[src/rtl/sha256_pkg.sv]
// Shared digest/nonce constants, the word-select macro and the pointer-width helper.
// Word 0 is hash[31:0]; word 7 is hash[255:224].
`ifndef SHA256_PKG_SV
`define SHA256_PKG_SV

`define IDX(x) ((x)*32) +: 32

package sha256_pkg;

    localparam int NONCE_W  = 32;
    localparam int DIGEST_W = 256;

    typedef struct packed {
        logic               match;
        logic [NONCE_W-1:0] cand;
    } s1_t;

    function automatic int clog2(input int n);
        int r;
        int v;
        r = 0;
        v = n - 1;
        while (v > 0) begin
            r = r + 1;
            v = v >> 1;
        end
        return r;
    endfunction

endpackage

`endif

[src/rtl/sha256_golden_filter_fifo.sv]
// golden_fifo: DEPTH x W first-word-fall-through queue with flush and simultaneous push/pop.
// Latency: a push is visible on rdata the cycle after it is written.
// Backpressure: a push while full is refused unless a pop frees the slot in the same cycle.
module golden_fifo #(
    parameter int DEPTH = 4,
    parameter int AW    = 2,
    parameter int W     = 32
) (
    input  logic         clk,
    input  logic         reset,
    input  logic         flush,
    input  logic         push,
    input  logic         pop,
    input  logic [W-1:0] wdata,
    output logic [W-1:0] rdata,
    output logic         full,
    output logic         empty
);

    logic [AW:0]  wr_ptr_q, wr_ptr_d;
    logic [AW:0]  rd_ptr_q, rd_ptr_d;
    logic [W-1:0] mem_q [DEPTH];
    logic         wr_en;
    logic         rd_en;

    assign empty = (wr_ptr_q == rd_ptr_q);
    assign full  = (wr_ptr_q[AW] != rd_ptr_q[AW]) &&
                   (wr_ptr_q[AW-1:0] == rd_ptr_q[AW-1:0]);
    assign rd_en = pop && !empty;
    assign wr_en = push && (!full || rd_en);
    assign rdata = empty ? '0 : mem_q[rd_ptr_q[AW-1:0]];

    always_comb begin
        wr_ptr_d = wr_ptr_q;
        rd_ptr_d = rd_ptr_q;
        if (flush) begin
            wr_ptr_d = '0;
            rd_ptr_d = '0;
        end else begin
            if (wr_en) wr_ptr_d = wr_ptr_q + 1'b1;
            if (rd_en) rd_ptr_d = rd_ptr_q + 1'b1;
        end
    end

    always_ff @(posedge clk or posedge reset) begin
        if (reset) begin
            wr_ptr_q <= '0;
            rd_ptr_q <= '0;
        end else begin
            wr_ptr_q <= wr_ptr_d;
            rd_ptr_q <= rd_ptr_d;
        end
    end

    // Storage needs no reset: rdata is forced to zero whenever the queue is empty.
    always_ff @(posedge clk) begin
        if (wr_en && !flush) mem_q[wr_ptr_q[AW-1:0]] <= wdata;
    end

endmodule

[src/rtl/sha256_golden_filter.sv]
// sha256_golden_filter: tags each final digest with its nonce, queues nonces meeting the share target.
// Latency: hash_valid -> out_valid 2 cycles. Backpressure: out_valid/out_ready; full queue drops and sets overflow.
// GOLDEN_DIFFICULTY_EN adds target_zeros (leading zero bits of word 7); otherwise all of word 7 must be zero.
module sha256_golden_filter
    import sha256_pkg::*;
#(
    parameter logic [31:0] NONCE_LAG = 32'd0,
    parameter int          DEPTH     = 4,
    parameter int          AW        = clog2(DEPTH)
) (
    input  logic                clk,
    input  logic                reset,
    input  logic                work_start,
    input  logic                hash_valid,
    input  logic [DIGEST_W-1:0] hash,
`ifdef GOLDEN_DIFFICULTY_EN
    input  logic [5:0]          target_zeros,
`endif
    output logic                out_valid,
    input  logic                out_ready,
    output logic [NONCE_W-1:0]  out_nonce,
    output logic                overflow,
    output logic [31:0]         hash_count
);

    logic [NONCE_W-1:0] nonce_cnt_q, nonce_cnt_d;
    logic [31:0]        hash_count_q, hash_count_d;
    logic               overflow_q, overflow_d;
    s1_t                s1_q, s1_d;

    logic [31:0]        word7;
    logic               match;
    logic               accept;
    logic [NONCE_W-1:0] candidate;
    logic               fifo_push;
    logic               fifo_pop;
    logic               fifo_full;
    logic               fifo_empty;
    logic               drop;
    logic               unused_hash_bits;

    assign word7            = hash[`IDX(7)];
    assign unused_hash_bits = ^hash[223:0];
    assign accept           = hash_valid && !work_start;
    assign candidate        = nonce_cnt_q - NONCE_LAG;

`ifdef GOLDEN_DIFFICULTY_EN
    logic [5:0]  tz_sat;
    logic [31:0] zero_mask;

    // Shifting by 32 yields zero, so a saturated target masks the whole word.
    assign tz_sat    = (target_zeros > 6'd32) ? 6'd32 : target_zeros;
    assign zero_mask = ~(32'hFFFF_FFFF >> tz_sat);
    assign match     = ((word7 & zero_mask) == 32'h0);
`else
    assign match     = (word7 == 32'h0);
`endif

    assign fifo_pop  = out_valid && out_ready;
    assign fifo_push = s1_q.match && !work_start;
    assign drop      = fifo_push && fifo_full && !fifo_pop;

    always_comb begin
        nonce_cnt_d  = nonce_cnt_q;
        hash_count_d = hash_count_q;
        overflow_d   = overflow_q;
        s1_d         = s1_q;
        if (work_start) begin
            nonce_cnt_d  = '0;
            hash_count_d = '0;
            overflow_d   = 1'b0;
            s1_d         = '0;
        end else begin
            s1_d.match = accept && match;
            if (accept) begin
                s1_d.cand    = candidate;
                nonce_cnt_d  = nonce_cnt_q + 1'b1;
                hash_count_d = hash_count_q + 1'b1;
            end
            if (drop) overflow_d = 1'b1;
        end
    end

    always_ff @(posedge clk or posedge reset) begin
        if (reset) begin
            nonce_cnt_q  <= '0;
            hash_count_q <= '0;
            overflow_q   <= 1'b0;
            s1_q         <= '0;
        end else begin
            nonce_cnt_q  <= nonce_cnt_d;
            hash_count_q <= hash_count_d;
            overflow_q   <= overflow_d;
            s1_q         <= s1_d;
        end
    end

    golden_fifo #(
        .DEPTH (DEPTH),
        .AW    (AW),
        .W     (NONCE_W)
    ) u_fifo (
        .clk   (clk),
        .reset (reset),
        .flush (work_start),
        .push  (fifo_push),
        .pop   (fifo_pop),
        .wdata (s1_q.cand),
        .rdata (out_nonce),
        .full  (fifo_full),
        .empty (fifo_empty)
    );

    assign out_valid  = !fifo_empty;
    assign overflow   = overflow_q;
    assign hash_count = hash_count_q;

endmodule

[config.mk]
export PLATFORM = sky130hd
export DESIGN_NAME = sha256_golden_filter
export DESIGN_NICKNAME = d
export VERILOG_FILES = /design/src/rtl/sha256_pkg.sv /design/src/rtl/sha256_golden_filter_fifo.sv /design/src/rtl/sha256_golden_filter.sv
export SDC_FILE = /design/constraint.sdc
export NUM_CORES = 1
export LEC_CHECK = 0
export CAP_MARGIN = 20
export CORE_MARGIN = 5
export CORE_UTILIZATION = 45
export DETAILED_ROUTE_END_ITERATION = 16
export GPL_ROUTABILITY_DRIVEN = 0
export PLACE_DENSITY_LB_ADDON = 0.15
export SYNTH_ARGS = -nofsm -noshare
export SYNTH_HDL_FRONTEND = slang
export SYNTH_SLANG_ARGS = --single-unit
[constraint.sdc]
create_clock -name clk -period 5.1 [get_ports clk]
set_input_delay 1.53 -clock clk [delete_from_list [all_inputs] [get_ports clk]]
set_output_delay 1.53 -clock clk [all_outputs]
set_load 0.02 [all_outputs]
==> results.toml <==
[sta]
tightest_slew_ns = 1.04
slew_viol_final = 0
skew_ns = 0.00721
timing.final.crit_share_pct = 86.9
layout_setup_ws_ns = 0.668
slew_headroom_pct = 31.0
setup_violations = 0
fmax_mhz = 226
min_period_ns = 4.43
rsz0062_at_grt = "false"
finalSetupTns_ns = 0
hold_viol_final = 0

[floorplan]
initial_core_util_pct = 45.7
dieArea_um2 = 25200
die_x_um = 159
rows = 54
die_y_um = 159
pin_count = 327
core_area_um2 = 21800

[clocking]
clock_path_buffers = 3
cts.htree.levels = 1
cts_setup_buffers = 0
clk_pin_slew_worst_paths_ns = 0.06
ctsHoldBuffers = 0
post_cts_resized = 0
cts_root_buf = "clkbuf_16"
worstSkewPairLatency_ns = 0.50
tritoncts = "built"
cts_num_sinks = 232
cts_buffers = 24

[pwr]
p_seq_share_pct = 52.3
ir_drop_mv = 0.174
p_total_mw = 3.77
switching_share_pct = 20.2
leakage_nw = 4.56
p_comb_share_pct = 2.5
powerDensity_nw_per_um2 = 313
p_int_mw = 3.01
switching_power_mw = 0.762
pwr-share-clk_pct = 45.1

[worst_hold_path]
min_path_type = "flip-flop to flip-flop"

[layout]
fin_nets = 1085
nFillCells = 1764
num_antenna_cells = 0
layout-drive-gt1-share_pct = 12.1
syn_to_final_growth_pct = 21.0

[synthesis]
ys_seq_elements = 232
synthFlopType = "edfxtp_1"
yosysSeqAreaShare_pct = 64.6
synth_edf_count = 128
async_flop_share_pct = 44.8
syn_area_um2 = 9970
synthesis.nets = 983
synth_warnings = 0
synthCells = 715
avgSynthCellArea_um2 = 14.0
ys_types = 38

[critical_path]
arrival_ns = 2.90
crit_top_cell = "buf_4"
cp_slowest_cell = "clkdlybuf4s50_1"
worst-path-max-fanout = 33
cp.required_ns = 3.57
slowest_delay_ns = 0.65
worst-path-buf-inv = 3
cp-start-kind = "flip-flop"
crit_type = "flip-flop to output pin"
path_cells = "buf_4 -> xor2_1 -> nor3_2 -> buf_4 -> nor2b_1 -> clkdlybuf4s50_1"
worstSetupEndpointType = "output pin"
crit_family = "buffers and inverters"

[detailed_routing]
drt-initial-drc-count = 382
drc_errors = 0
antenna_left = 0
vias = 6145
first_pass_iters = 5
wl_per_cell_um = 18.6
viasPerCell = 5.51
drt-total-wl_um = 20700

[place]
dp_hpwl_um = 13400
port_buffers = 102
dp_slack_ns = 0.926

[global_route]
grt_max_degree = 89
grt_pass1_wl_um = 34500
grt-ovfl-total = 0
grt_util_all_layers_pct = 16.4
antenna_found_initial = 0
grt_pass1_vias = 6586

[status]
status = "complete, no violations"

[flow_run]
maxCapViolCount = 0
## synth_stat cells (15+ instances only)
cell type  instances  area share (%)
a21oi_1           34             1.7
nand2_1           22            0.83
xor2_1            16             1.4
nand4_1           16             1.0
nor2_1            71             2.7
mux2i_1           36             3.6
mux4_2            32             7.2
or3_1             15            0.94
clkbuf_1          24            0.90
o31ai_1           20             1.5
dfrtp_1          104              26
inv_1             15            0.56
nor2b_1           39             2.4
or4_1             22             1.7
edfxtp_1         128              39
## stage by stage
stage               utilization [%]  hold slack, ns  area (um2)  cells
floorplan                         -           0.475        9970    715
finish                         55.3           0.519       12100   1115
detailed placement             51.7           0.506       11300   1071
global placement               51.7           0.494       11300   1071
CTS                            55.3           0.523       12100   1115
global route                   55.3           0.545       12100   1115
## kinds of logic (layout without fill, tap and decap cells)
family | count (synthesis) | after routing | synth area share (%)
AOI/OAI and AO/OA | 70 | 70 | 4.16
xor gates and xnor gates | 30 | 30 | 2.63
adders and majority gates | 7 | 7 | 0.878
buffers and inverters | 55 | 175 | 2.35
DFF | 232 | 232 | 64.6
muxes | 75 | 75 | 11.6
and+or+nand+nor | 246 | 246 | 13.7
## power by group through the flow
stage | Clock [mW] | Combinational [mW] | Sequential (mW)
after floorplan | 0 | 0.0462 | 2.01
after global placement | 0 | 0.0967 | 2.01
after detailed placement | 0 | 0.0983 | 2.01
after CTS | 1.74 | 0.0986 | 1.98
after global routing | 1.81 | 0.106 | 1.98
final | 1.70 | 0.0955 | 1.98
## layout by cell type (no fill, tap or decap), types with 20 or more instances in the layout
cell / count
a21oi_1: 34
mux4_2: 32
nor2_1: 71
edfxtp_1: 128
or4_1: 22
nor2b_1: 39
o31ai_1: 20
mux2i_1: 36
clkdlybuf4s50_1: 100
nand2_1: 22
dfrtp_1: 103
clkbuf_16: 26
## registers in the layout (all words and copies together) (netlist names)
register / flops
u_fifo.mem_q: 128
s1_q: 33
hash_count: 32
overflow: 1
u_fifo.rd_ptr_q: 3
nonce_cnt_q: 32
u_fifo.wr_ptr_q: 3
## metal layers
| layer | global-route usage [%] | up-vias | share of wire [%] |
|---|---|---|---|
| li1 | - | 2889 | - |
| met1 | 22.3 | 3063 | 45 |
| met2 | 27.6 | 163 | 48 |
| met3 | 3.45 | 30 | 6.1 |
| met4 | 3.61 | 0 | 1.7 |
| met5 | 0 | - | 0 |
## layout make-up
cell class                 count  area [um2]  share of cell area [%]
clock buffer                  30         686                    5.68
clock inverter                14        95.1                   0.788
inverter                      15        58.8                   0.487
multi-input combinational    428        3300                    27.4
sequential                   232        6450                    53.4
tap                          280         350                    2.90
timing repair buffer         116        1130                    9.37
## path summary, 6_finish.rpt
path	start	endpoint	slack [ns]	cells after the start
worst max-delay path	u_fifo.rd_ptr_q[0]	out_nonce[29]	0.67	6
worst min-delay path	s1_q[16]	u_fifo.mem_q[0][16]	0.52	0
min in group asynchronous	reset	nonce_cnt_q[27]	1.55	2
max in group asynchronous	reset	s1_q[24]	2.79	3
worst max register to register	u_fifo.rd_ptr_q[0]	u_fifo.mem_q[2][21]	1.96	7
worst min register to register	s1_q[16]	u_fifo.mem_q[0][16]	0.52	0
Power figures use the tool's default switching activity.
